<file path="src/rtl/alu_sub.sv">
// rtl/alu_sub.sv - 32-bit registered subtractor with NZCV flags
// Optional saturating Result when ALU_SUB_SAT_EN is defined.
module alu_sub (
    input  logic [31:0] In1,
    input  logic [31:0] In2,
    output logic [31:0] Result,
    input  logic [3:0]  Flag,
    input  logic        S,
    output logic [3:0]  New_Flag,
    input  logic        clk,
    input  logic        rst
);

    logic [32:0] diff;
    logic        n_flag;
    logic        z_flag;
    logic        c_flag;
    logic        v_flag;
    logic [31:0] result_d;
    logic [31:0] result_q;
    logic [3:0]  flag_d;
    logic [3:0]  flag_q;

    // Carry out of In1 + ~In2 + 1 is the ARM "no borrow" carry.
    assign diff   = {1'b0, In1} + {1'b0, ~In2} + 33'd1;
    assign n_flag = diff[31];
    assign z_flag = (diff[31:0] == 32'd0);
    assign c_flag = diff[32];
    assign v_flag = (In1[31] != In2[31]) && (diff[31] != In1[31]);

    always_comb begin
        result_d = diff[31:0];
`ifdef ALU_SUB_SAT_EN
        if (v_flag) begin
            result_d = In1[31] ? 32'h8000_0000 : 32'h7FFF_FFFF;
        end
`endif
        flag_d = S ? {n_flag, z_flag, c_flag, v_flag} : Flag;
    end

    always_ff @(posedge clk) begin
        if (rst) begin
            result_q <= 32'h0;
            flag_q   <= 4'b0000;
        end else begin
            result_q <= result_d;
            flag_q   <= flag_d;
        end
    end

    assign Result   = result_q;
    assign New_Flag = flag_q;

endmodule

</file>
<file path="config.mk">
export PLATFORM = sky130hd
export DESIGN_NAME = alu_sub
export DESIGN_NICKNAME = d
export VERILOG_FILES = /design/src/rtl/alu_sub.sv
export SDC_FILE = /design/constraint.sdc
export NUM_CORES = 1
export LEC_CHECK = 0
export CORE_MARGIN = 3
export CORE_UTILIZATION = 48
export CTS_BUF_LIST = sky130_fd_sc_hd__clkbuf_8
export CTS_CLUSTER_DIAMETER = 50
export DETAILED_ROUTE_END_ITERATION = 6
export PLACE_DENSITY = 0.91
export SETUP_SLACK_MARGIN = 0.02
export SLEW_MARGIN = 30
export SYNTH_ARGS = -nofsm -noshare
export SYNTH_HDL_FRONTEND = slang
export SYNTH_SLANG_ARGS = --single-unit
export TNS_END_PERCENT = 1
</file>
<file path="constraint.sdc">
create_clock -name clk -period 4.7 [get_ports clk]
set_input_delay 1.41 -clock clk [delete_from_list [all_inputs] [get_ports clk]]
set_output_delay 1.41 -clock clk [all_outputs]
set_load 0.03 [all_outputs]
</file>
==> impl_metrics.toml <==
[routing]
drc = 0
routed-wl-met3_microns = 616
ant_nets = 0
wl_microns = 8970
top_layer_used = "met4"
drt_iter0_drc = 212
drt_pre_antenna_iters = 5
via_per_inst = 5.77
vias = 3410
met1_length_microns = 3960
route.met2.wl_microns = 4310
wl_per_cell_microns = 15.2

[critical_path]
cp-end-kind = "flip-flop"
path_cells = "clkdlybuf4s50_1 > inv_1 > ha_1 > fa_1 > nor2b_4 > o31a_4 > o21bai_2 > o31a_2 > o31ai_2 > o221ai_2 > xnor2_1 > nor4_1 > nand4_1 > o21ai_1"
critPathRequiredTime_ns = 4.91
worst_path_largest_cell_delay_ns = 0.46
path_class = "primary input to flip-flop"
cp_slowest_cell = "clkdlybuf4s50_1"
cp-start-kind = "primary input"
cpLargestDelayFamily = "compound AO/OA/AOI/OAI gates"
cp_num_buf_inv = 2
cp_max_fo = 4
crit_start = "In1[0]"
critical_path_arrival_ns = 4.51

[layout]
final_common_cell = "clkdlybuf4s50_1"
areaGrowthSynthToFinish_pct = 36.6
drive_above_1_share = 0.0584
fin_area_sq_um = 4420
mostFrequentLayoutCells = "clkdlybuf4s50_1 (106), nor2_1 (45), inv_1 (44)"
nNetsFinal = 617
diodes = 0

[placement]
dp_hpwl_microns = 7390
place_ws_ns = 0.124
io_buffers = 106
placed_area_sq_um = 4330
gp_congestion = 0.943

[job]
cap_violations = 0

[synth]
synth.distinct_cells = 74
ys_ff_latch = 36
avgSynthCellArea_sq_um = 7.81
synth-main-ff-cell = "dfxtp_1"
synth_nets = 518
ys_seq_area_frac = 0.223
async_flop_share = 0
syn_inst = 414
synth-edff-count = 0
syn_area_sq_um = 3230
ys_warn_count = 0

[timing]
fin_setup_tns_ns = 0
rsz0062_at_grt = "false"
fin_crit_ns = 4.29
slew_violations = 0
fmaxAchievable_mhz = 233
tightest_slew_ns = 0.504
min_period_over_period = 0.914
slew_headroom = 0.661
setup_ws_ns = 0.406
hold_viol = 0
setup_viol = 0

[power]
p_leak_uw = 0.00192
powerDensity_nw_per_um2 = 262
ir_drop_mv = 0.119

[clock_network]
tritoncts = "done"
root_buffer = "clkbuf_8"
clk_path_buf_depth = 2
clk_pin_slew_ns = 0.07
cts-resized-gates = 0
numClockSinks = 36
postCtsHoldBufs = 0
cts_setup_buffers = 0
htreeDepth = 2
cts_buffers = 5

[global_routing]
grt_pass1_vias = 3217
grt-ovfl-total = 0
grt_max_degree = 37
antenna_found_initial = 0
grt_pass1_wl_microns = 14600
grtUsageTotal = 0.230

[floorplan]
die-width_microns = 88.1
core_area_sq_um = 6420
initial_core_util = 0.503
dieArea_sq_um = 7760
boundaryPins = 107
rows = 29
die_h_microns = 88.1

[hold_path]
min_path_type = "primary input to flip-flop"
hp-start = "Flag[2]"

[outcome]
status = "finished, final reports clean"
[per-layer routing]
layer,global-route usage,vias up
li1,-,1682
met1,0.295,1577
met2,0.411,140
met3,0.0329,11
met4,0.0481,0
met5,0,-
[cells by family after synthesis]
| family | Yosys count | synth area share |
|---|---|---|
| buffers and inverters | 59 | 0.0758 |
| AO/OA/AOI/OAI | 120 | 0.279 |
| XOR/XNOR | 19 | 0.0515 |
| flip-flops | 36 | 0.223 |
| AND/OR/NAND/NOR | 145 | 0.234 |
| adder cells (fa/ha/maj) | 33 | 0.130 |
| multiplexers | 2 | 0.00658 |
[synth_stat cells (7+ instances only)]
library cell	n	share of area
a21o_1	8	0.019
a21oi_1	31	0.048
buf_2	7	0.011
clkbuf_1	8	0.0093
dfxtp_1	36	0.22
ha_1	32	0.12
inv_1	42	0.049
nand2_1	29	0.034
nand3_1	8	0.012
nor2_1	45	0.052
nor2b_1	7	0.014
nor3_1	13	0.020
o21ai_0	17	0.026
xnor2_1	10	0.027
xor2_1	9	0.024
[per-stage QoR]
step / cells / total power [uW] / hold WS [ns] / utilization
3_5_place_dp: 583 / 941 / 1.98 / 0.673
6_report: 591 / 1160 / 1.69 / 0.688
2_1_floorplan: 414 / 734 / 1.50 / -
5_1_grt: 591 / 1220 / 1.71 / 0.688
3_3_place_gp: 583 / 926 / 2.00 / 0.673
4_1_cts: 591 / 1160 / 1.69 / 0.688
[power breakdown]
part	leakage (uW)	switching (uW)	internal (uW)
clock	0.0000538	102	115
combinational	0.00156	323	260
sequential	0.000300	11.5	345
[path summary, 6_finish.rpt]
| check | slack, ns | endpoint | depth (start not counted) |
|---|---|---|---|
| worst max-delay path | 0.41 | New_Flag[2] | 14 |
| worst min-delay path | 1.69 | New_Flag[2] | 3 |
[flip-flops by register name, indices dropped and copies added, names as in the netlist]
register	count
New_Flag	4
Result	32
[worst min-delay path, delay by kind of cell]
family	cells	cell delay (ns)
AO/OA/AOI/OAI	1	0.05
buffers and inverters	1	0.40
AND/OR/NAND/NOR	1	0.06
[cell type report]
type | instances | area, sq um
flip-flops and latches | 36 | 721
inverters | 42 | 158
multi-input cells | 319 | 2270
fillers | 520 | 2010
clock inverters | 2 | 7.51
well taps | 77 | 96.3
clock buffers | 6 | 82.6
repair buffers | 109 | 1080
Power figures use the tool's default switching activity.
